<file path="config.mk">
export PLATFORM = sky130hd
export DESIGN_NAME = window_scan_counter
export DESIGN_NICKNAME = d
export VERILOG_FILES = /design/src/rtl/window_scan_counter.sv
export SDC_FILE = /design/constraint.sdc
export NUM_CORES = 1
export LEC_CHECK = 0
export ABC_AREA = 0
export BUFFER_PORTS_ARGS = -buffer_cell sky130_fd_sc_hd__clkbuf_2
export CAP_MARGIN = 20
export CELL_PAD_IN_SITES_DETAIL_PLACEMENT = 2
export CELL_PAD_IN_SITES_GLOBAL_PLACEMENT = 2
export CORE_MARGIN = 10
export CORE_UTILIZATION = 27
export DETAILED_ROUTE_END_ITERATION = 10
export GPL_TIMING_DRIVEN = 0
export PLACE_DENSITY_LB_ADDON = 0.1
export SYNTH_ARGS = -nofsm -noshare
export SYNTH_HDL_FRONTEND = slang
export SYNTH_SLANG_ARGS = --single-unit
</file>
<file path="constraint.sdc">
create_clock -name clk -period 1.9 [get_ports clk]
set_clock_uncertainty 0.15 [all_clocks]
set_input_delay 0.095 -clock clk [delete_from_list [all_inputs] [get_ports clk]]
set_output_delay 0.095 -clock clk [all_outputs]
set_load 0.005 [all_outputs]
</file>
<file path="src/rtl/window_scan_counter.sv">
// window_scan_counter
// Nested (column, row, channel) scan generator for walking a CNN input
// feature map. It supports a stride on col/row, two loop orders, a
// start/busy/done handshake, a per-step stall and an end-of-scan flag.
// All outputs are registered except `last`, which decodes the current indices.
module window_scan_counter #(
    parameter int COLS   = 10,
    parameter int ROWS   = 8,
    parameter int CHANS  = 1,
    parameter int STRIDE = 1,
    parameter int IW     = 7,
    parameter int CW     = 4
) (
    input  logic          clk,
    input  logic          rst,
    input  logic          start,
    input  logic          en,
    input  logic          mode,
    output logic [IW-1:0] col,
    output logic [IW-1:0] row,
    output logic [CW-1:0] ch,
    output logic          valid,
    output logic          last,
    output logic          busy,
    output logic          done
);

    typedef enum logic [1:0] {
        IDLE = 2'd0,
        RUN  = 2'd1,
        DONE = 2'd2
    } state_t;

    // Limits are held one bit wider than the index. The stride sum can then
    // be compared without wrapping through 2^IW.
    localparam logic [IW:0] STEP_E  = (IW+1)'(STRIDE);
    localparam logic [IW:0] COL_LIM = (IW+1)'(COLS - 1);
    localparam logic [IW:0] ROW_LIM = (IW+1)'(ROWS - 1);
    localparam logic [CW:0] CH_LIM  = (CW+1)'(CHANS - 1);

    // Index plus stride, widened so the carry out of IW bits is kept.
    function automatic logic [IW:0] stride_sum(input logic [IW-1:0] idx);
        return {1'b0, idx} + STEP_E;
    endfunction

    state_t        state_q, state_d;
    logic [IW-1:0] col_q, col_d;
    logic [IW-1:0] row_q, row_d;
    logic [CW-1:0] ch_q, ch_d;
    logic          valid_q, valid_d;
    logic          busy_q, busy_d;
    logic          done_q, done_d;
    logic          mode_q, mode_d;

    logic [IW:0]   col_sum_s;
    logic [IW:0]   row_sum_s;
    logic          col_max_s;
    logic          row_max_s;
    logic          ch_max_s;
    logic          last_s;

    // An index is at its maximum when one more stride would pass the last
    // legal position. A dimension of size 1 is therefore always at its maximum.
    assign col_sum_s = stride_sum(col_q);
    assign row_sum_s = stride_sum(row_q);
    assign col_max_s = (col_sum_s > COL_LIM);
    assign row_max_s = (row_sum_s > ROW_LIM);
    assign ch_max_s  = ({1'b0, ch_q} >= CH_LIM);
    assign last_s    = (state_q == RUN) && col_max_s && row_max_s && ch_max_s;

    // Next-state, index stepping and handshake outputs.
    always_comb begin
        state_d = state_q;
        col_d   = col_q;
        row_d   = row_q;
        ch_d    = ch_q;
        valid_d = valid_q;
        busy_d  = busy_q;
        done_d  = done_q;
        mode_d  = mode_q;
        case (state_q)
            IDLE, DONE: begin
                if (start) begin
                    state_d = RUN;
                    col_d   = '0;
                    row_d   = '0;
                    ch_d    = '0;
                    valid_d = 1'b1;
                    busy_d  = 1'b1;
                    done_d  = 1'b0;
                    mode_d  = mode;
                end else begin
                    state_d = state_q;
                end
            end
            RUN: begin
                if (en) begin
                    if (last_s) begin
                        state_d = DONE;
                        valid_d = 1'b0;
                        busy_d  = 1'b0;
                        done_d  = 1'b1;
                    end else if (mode_q == 1'b0) begin
                        // Column innermost, then row, then channel.
                        if (!col_max_s) begin
                            col_d = col_sum_s[IW-1:0];
                        end else begin
                            col_d = '0;
                            if (!row_max_s) begin
                                row_d = row_sum_s[IW-1:0];
                            end else begin
                                row_d = '0;
                                ch_d  = ch_q + CW'(1);
                            end
                        end
                    end else begin
                        // Channel innermost, then column, then row.
                        if (!ch_max_s) begin
                            ch_d = ch_q + CW'(1);
                        end else begin
                            ch_d = '0;
                            if (!col_max_s) begin
                                col_d = col_sum_s[IW-1:0];
                            end else begin
                                col_d = '0;
                                row_d = row_sum_s[IW-1:0];
                            end
                        end
                    end
                end else begin
                    state_d = state_q;
                end
            end
            default: begin
                state_d = IDLE;
                col_d   = '0;
                row_d   = '0;
                ch_d    = '0;
                valid_d = 1'b0;
                busy_d  = 1'b0;
                done_d  = 1'b0;
                mode_d  = 1'b0;
            end
        endcase
    end

    // State and output registers. Reset has priority over every input.
    always_ff @(posedge clk) begin
        if (rst) begin
            state_q <= IDLE;
            col_q   <= '0;
            row_q   <= '0;
            ch_q    <= '0;
            valid_q <= 1'b0;
            busy_q  <= 1'b0;
            done_q  <= 1'b0;
            mode_q  <= 1'b0;
        end else begin
            state_q <= state_d;
            col_q   <= col_d;
            row_q   <= row_d;
            ch_q    <= ch_d;
            valid_q <= valid_d;
            busy_q  <= busy_d;
            done_q  <= done_d;
            mode_q  <= mode_d;
        end
    end

    assign col   = col_q;
    assign row   = row_q;
    assign ch    = ch_q;
    assign valid = valid_q;
    assign busy  = busy_q;
    assign done  = done_q;
    assign last  = last_s;

endmodule

</file>
==> results of run 1 <==
==> cell usage in the layout, fill, tap and decap left out, types with 2 or more instances in the layout <==
cell	n
nor2_1	3
buf_4	15
nand3b_1	3
a21o_1	2
nand3_1	2
dfxtp_1	17
mux2i_1	2
o21ai_1	2
nor4_1	2
a21oi_2	2
or3_4	2
nand2_1	2
and2_1	10
dfxtp_4	4
buf_6	7
nand2b_1	4
inv_1	5
clkbuf_8	4
ha_4	3
clkbuf_2	26
and2_4	2
a21oi_1	3
==> per-layer routing <==
metal,global-route usage [%],routed length [um]
met3,3.60,189
met1,12.3,1410
met4,2.60,20
met2,20.6,1980
met5,0,0
==> cell families after synthesis <==
| family | count (synthesis) | share of synthesized area [%] |
|---|---|---|
| buffers and inverters | 9 | 3.68 |
| xor gates and xnor gates | 1 | 0.858 |
| DFF | 22 | 43.1 |
| muxes | 2 | 1.96 |
| and+or+nand+nor | 43 | 26.1 |
| AOI/OAI and AO/OA | 23 | 19.4 |
| adders and majority gates | 4 | 4.90 |
==> cell type report <==
class                           instances  share of cell area [%]
Clock buffer                            4                    3.37
Sequential cell                        22                    27.9
Multi-Input combinational cell         73                    43.4
Tap cell                               48                    3.67
Inverter                                7                    1.76
Buffer                                  2                   0.689
Timing Repair Buffer                   47                    19.2
==> tightest hold or removal path, stage by stage <==
cell and delay (ns):
clkbuf_2 0.12, nand3_2 0.09, o21ai_1 0.06
==> state kept, by name, summed over array words and instances (netlist names) <==
name,count
state_q,2
ch,4
row,7
col,7
busy,1
mode_q,1
==> power by group <==
| group | internal, uW | total (uW) | switching [uW] |
|---|---|---|---|
| Combinational | 76.5 | 164 | 87.3 |
| Sequential | 466 | 483 | 17.0 |
| Clock | 185 | 346 | 161 |
==> timing repair <==
action | CTS | global route
pin swaps | 12 | 12
cloned | 0 | 0
endpoints found under the setup margin | 21 | 22
hold buffers | 0 | 0
gates resized for setup | 28 | 16
buffers inserted | 19 | 2
==> path summary, 6_finish.rpt <==
kind / startpoint / to / slack (ns) / cells past startpoint
min: en / state_q[1]$_SDFFE_PP0P_ / -0.009 / 3
min reg2reg: ch[1]$_SDFFE_PP0P_ / ch[1]$_SDFFE_PP0P_ / 0.31 / 1
max reg2reg: col[0]$_SDFFE_PP0P_ / col[1]$_SDFFE_PP0P_ / -0.24 / 8
max: col[0]$_SDFFE_PP0P_ / col[1]$_SDFFE_PP0P_ / -0.24 / 8
==> through the flow <==
| stage | utilization (%) | std cells | total power, uW |
|---|---|---|---|
| 2_1_floorplan | - | 104 | 557 |
| 4_1_cts | 42.6 | 201 | 988 |
| 6_report | 44.7 | 203 | 993 |
| 5_1_grt | 44.7 | 203 | 1040 |
| 3_3_place_gp | 33.6 | 178 | 591 |
| 3_5_place_dp | 33.6 | 178 | 595 |
==> impl_metrics.tcl, run 1 <==
set metrics [dict create \
    crit_family "compound AO/OA/AOI/OAI gates" \
    yosysTopAreaCellShare_pct 43.1 \
    coreArea_sq_um 3660 \
    nets 165 \
    ys_types 38 \
    start_util_pct 27.9 \
    wl_per_cell_um 17.7 \
    num_antenna_cells 0 \
    dp_hpwl_um 2190 \
    grt.overflow.total 0 \
    nFillCells 392 \
    synth_area_leaders "dfxtp_1, and2_1, ha_1, inv_1, o2111ai_4" \
    place.gp.congestion 0.683 \
    synth-main-ff-cell "dfxtp_1" \
    fmax_mhz 468 \
    drc_errors 0 \
    via_per_inst 4.81 \
    clock_sinks 22 \
    stdcell_area_sq_um 1640 \
    synth.most_common_cell "dfxtp_1" \
    path_clk_slew_ns 0.08 \
    synth-seq-cells 22 \
    setup_ws_ns -0.235 \
    wl_um 3600 \
    crit_arrival_ns 2.19 \
    setup-tns-final_ns -3.71 \
    ant_nets 0 \
    hold_path_class "in2reg" \
    crit_path_max_fanout 6 \
    clockRootBuffer "clkbuf_8" \
    dieArea_sq_um 6640 \
    ys_async_sr_fraction_pct 0 \
    die_h_um 81.5 \
    seqCellArea_sq_um 457 \
    synth_edf_count 0 \
    ys_seq_area_share_pct 43.1 \
    yosysTopAreaCell "dfxtp_1" \
    syn_inst 104 \
    fin_crit_ns 2.14 \
    grt_pass1_vias 1121 \
    ir_worst_vdd_mv 0.345 \
    layout-drive-gt1-share_pct 56.1 \
    slew_headroom_pct 53.9 \
    cap_violations 0 \
    ios 27 \
    yosys_warnings 0 \
    rsz0062_at_grt "yes" \
    numCtsBuffers 3 \
    power.leakage_uw 0.000695 \
    period_share_pct 112 \
    cp.required_ns 1.95 \
    portBuffers 26 \
    grt_max_degree 13 \
    status "complete, but fails checks" \
    synth_common_cells "dfxtp_1, and2_1, inv_1" \
    clk_path_buf_depth 2 \
    worst-slew-pin-transition_ns 0.692 \
    crit_path_end_kind "flop" \
    tritoncts "built" \
    dr.pass1.iters 4 \
    setup_viol 21 \
    drt-initial-drc-count 44 \
    clk_latency_ns 0.27 \
    syn_area_sq_um 1020 \
    cts.htree.levels 1 \
    report.final.slew_viol_count 0 \
    grt_pass1_wl_um 5750 \
    slowest_stage "dfxtp_4" \
    place_ws_ns -0.449 \
    hold_viol_final 1 \
    worst-path-buf-inv 2 \
    worstSetupStartpointType "flop" \
    die_width_um 81.5 \
    antenna_found_initial 0 \
    grt_use_total_pct 11.2 \
    timing_worst_setup_path_type "reg2reg" \
    synth_fp_nets 113 \
    cp_slowest_stage_delay_ns 0.37 \
    path_cells "ha_4 > nand3b_1 > a31oi_2 > o2111ai_4 > buf_6 > a211oi_4 > buf_6 > nor2b_1" \
    rows 22 \
    worst_path_most_repeated_cell "buf_6" \
    violations "negative hold slack, negative setup slack" \
    syn_to_final_growth_pct 60.2 \
    dpl_cell_area_sq_um 1230 \
    syn_area_per_cell_sq_um 9.82 \
    cellPowerDensity_nw_per_um2 607 \
    vias 976 \
    holdWs_ns -0.00909 \
    multi_input_area_sq_um 709 \
]
Note: power is estimated with default switching activity, not from simulation.
==> run 2: changes to the inputs <==
--- a/config.mk
+++ b/config.mk
@@ -11,10 +11,11 @@
 export CELL_PAD_IN_SITES_DETAIL_PLACEMENT = 2
 export CELL_PAD_IN_SITES_GLOBAL_PLACEMENT = 2
 export CORE_MARGIN = 10
-export CORE_UTILIZATION = 27
+export CORE_UTILIZATION = 33
 export DETAILED_ROUTE_END_ITERATION = 10
 export GPL_TIMING_DRIVEN = 0
 export PLACE_DENSITY_LB_ADDON = 0.1
+export RECOVER_POWER = 100
 export SYNTH_ARGS = -nofsm -noshare
 export SYNTH_HDL_FRONTEND = slang
 export SYNTH_SLANG_ARGS = --single-unit
==> constraint.sdc (replaced) <==
create_clock -name clk -period 2.7 [get_ports clk]
set_clock_uncertainty 0.15 [all_clocks]
set_input_delay 0.135 -clock clk [delete_from_list [all_inputs] [get_ports clk]]
set_output_delay 0.135 -clock clk [all_outputs]
set_load 0.005 [all_outputs]
==> run 2 against run 1 <==
The flow now finishes without violations. Clock-buffer cell count unchanged. Critical endpoint is now ch[3]$_SDFFE_PP0P_. Worst hold slack better by 0.017 ns. Register-to-register slack gained 0.54 ns. Clock power shrank 47%. Highest routed layer is now met3. Maximum frequency is 11% lower. Sequential power is 29% lower. Combinational power decreased by 61%. Setup slack better by 0.54 ns. Via count down 10%. Flip-flop and latch count stayed put.
==> impl_metrics.tcl, run 2 (synthesized netlist as in run 1, its figures left out) <==
set metrics [dict create \
    seqCellArea_sq_um 440 \
    cellPowerDensity_nw_per_um2 487 \
    place.gp.congestion 0.739 \
    wl_um 2680 \
    power.leakage_uw 0.000465 \
    p_seq_share_pct 58.1 \
    setup-tns-final_ns 0 \
    rsz0062_at_grt "no" \
    p_sw_share_pct 25.2 \
    die_width_um 75.6 \
    cap_violations 0 \
    crit_path_max_fanout 8 \
    ir_worst_vdd_mv 0.179 \
    ios 27 \
    cts_resized 0 \
    grt_max_degree 13 \
    nFillCells 349 \
    num_antenna_cells 0 \
    syn_to_final_growth_pct 17.9 \
    status "finished clean" \
    slowest_stage "a311oi_1" \
    holdBufCountCts 0 \
    setup_viol 0 \
    grt_use_total_pct 10.3 \
    grt_pass1_wl_um 4640 \
    wl_met3_um 138 \
    fmax_mhz 417 \
    crit_arrival_ns 2.50 \
    power_frac_comb_pct 10.9 \
    portBuffers 26 \
    antenna_found_initial 0 \
    via_per_inst 5.24 \
    dr.pass1.iters 4 \
    highest_layer "met3" \
    hold_path_class "in2reg" \
    drt-initial-drc-count 27 \
    drc_errors 0 \
    clk_path_buf_depth 2 \
    crit_path_end_kind "flop" \
    clock_sinks 22 \
    final_common_cell "dfxtp_1" \
    start_util_pct 34.0 \
    route.met2.wl_um 1400 \
    layout-drive-gt1-share_pct 14.2 \
    cp.required_ns 2.80 \
    slew_headroom_pct 63.2 \
    crit_family "compound AO/OA/AOI/OAI gates" \
    timing_worst_setup_path_type "reg2reg" \
    p_sw_uw 148 \
    cts.htree.levels 1 \
    dieArea_sq_um 5720 \
    tritoncts "built" \
    worst-path-buf-inv 0 \
    die_h_um 75.6 \
    path_clk_slew_ns 0.12 \
    report.final.slew_viol_count 0 \
    wl_met1_um 1140 \
    clk_latency_ns 0.30 \
    grt_pass1_vias 973 \
    worst-slew-pin-transition_ns 0.549 \
    path_cells "ha_1 > nand3b_1 > a31oi_1 > o2111ai_4 > nand2_1 > a311oi_1 > and2_0" \
    period_share_pct 88.8 \
    vias 875 \
    layout_common_cells "dfxtp_1, clkbuf_1, and2_0" \
    numCtsBuffers 3 \
    p_int_uw 439 \
    coreArea_sq_um 3000 \
    postCtsSetupRepairBufs 0 \
    grt.overflow.total 0 \
    hold_viol_final 0 \
    worstSetupStartpointType "flop" \
    dp_hpwl_um 2150 \
    holdWs_ns 0.00838 \
    p_clk_share_pct 31.0 \
    ant_nets 0 \
    multi_input_area_sq_um 541 \
    nets 144 \
    wl_per_cell_um 16.0 \
    rows 20 \
    fin_crit_ns 2.40 \
    clockRootBuffer "clkbuf_4" \
    cp_slowest_stage_delay_ns 0.54 \
]
[run 2: changes by cell type in the layout (fill, tap and decap cells not counted), sizes merged]
cell	before	now
buf	22	0
clkbuf	31	32
[run 2: worst min-delay path: stages]
cell and delay [ns]:
clkbuf_2 0.13, nand2b_1 0.08, o21ai_0 0.07
[run 2: layer usage]
metal | GRT usage (%) | vias up
li1 | - | 430
met1 | 11.0 | 431
met2 | 19.5 | 14
met3 | 4.04 | 0
met4 | 0.619 | 0
met5 | 0 | -
[run 2: power by group through the flow]
stage | combinational [uW] | clock [uW] | sequential (uW)
after floorplan | 42.7 | 0 | 346
after global placement | 63.4 | 0 | 347
after detailed placement | 66.1 | 0 | 348
after CTS | 66.8 | 194 | 341
after global routing | 73.8 | 213 | 343
final | 63.8 | 182 | 341
[run 2: path summary, 6_finish.rpt]
kind	start	to	slack, ns	depth (start not counted)
worst max register to register	col[1]$_SDFFE_PP0P_	ch[3]$_SDFFE_PP0P_	0.30	7
worst max-delay path	col[1]$_SDFFE_PP0P_	ch[3]$_SDFFE_PP0P_	0.30	7
worst min-delay path	start	state_q[0]$_SDFFE_PP0P_	0.008	3
worst min register to register	ch[2]$_SDFFE_PP0P_	ch[2]$_SDFFE_PP0P_	0.33	1
[run 2: final cells by class]
cell class	count	area share, %
timing repair buffer	26	8.94
multi-input combinational	73	44.9
tap	33	3.43
sequential	22	36.6
buffer	2	0.936
clock buffer	4	3.01
inverter	7	2.18
[run 2: metrics by stage]
| stage | util [%] | setup slack, ns | total power [uW] | instance area, sq um | cells |
|---|---|---|---|---|---|
| final | 40.1 | 0.302 | 587 | 1200 | 167 |
| after global routing | 40.1 | 0.0977 | 630 | 1200 | 167 |
| after CTS | 40.9 | 0.247 | 602 | 1230 | 167 |
| after detailed placement | 39.7 | 0.292 | 415 | 1190 | 163 |
| after global placement | 39.7 | 0.411 | 411 | 1190 | 163 |
| after floorplan | - | 0.645 | 389 | 1020 | 104 |
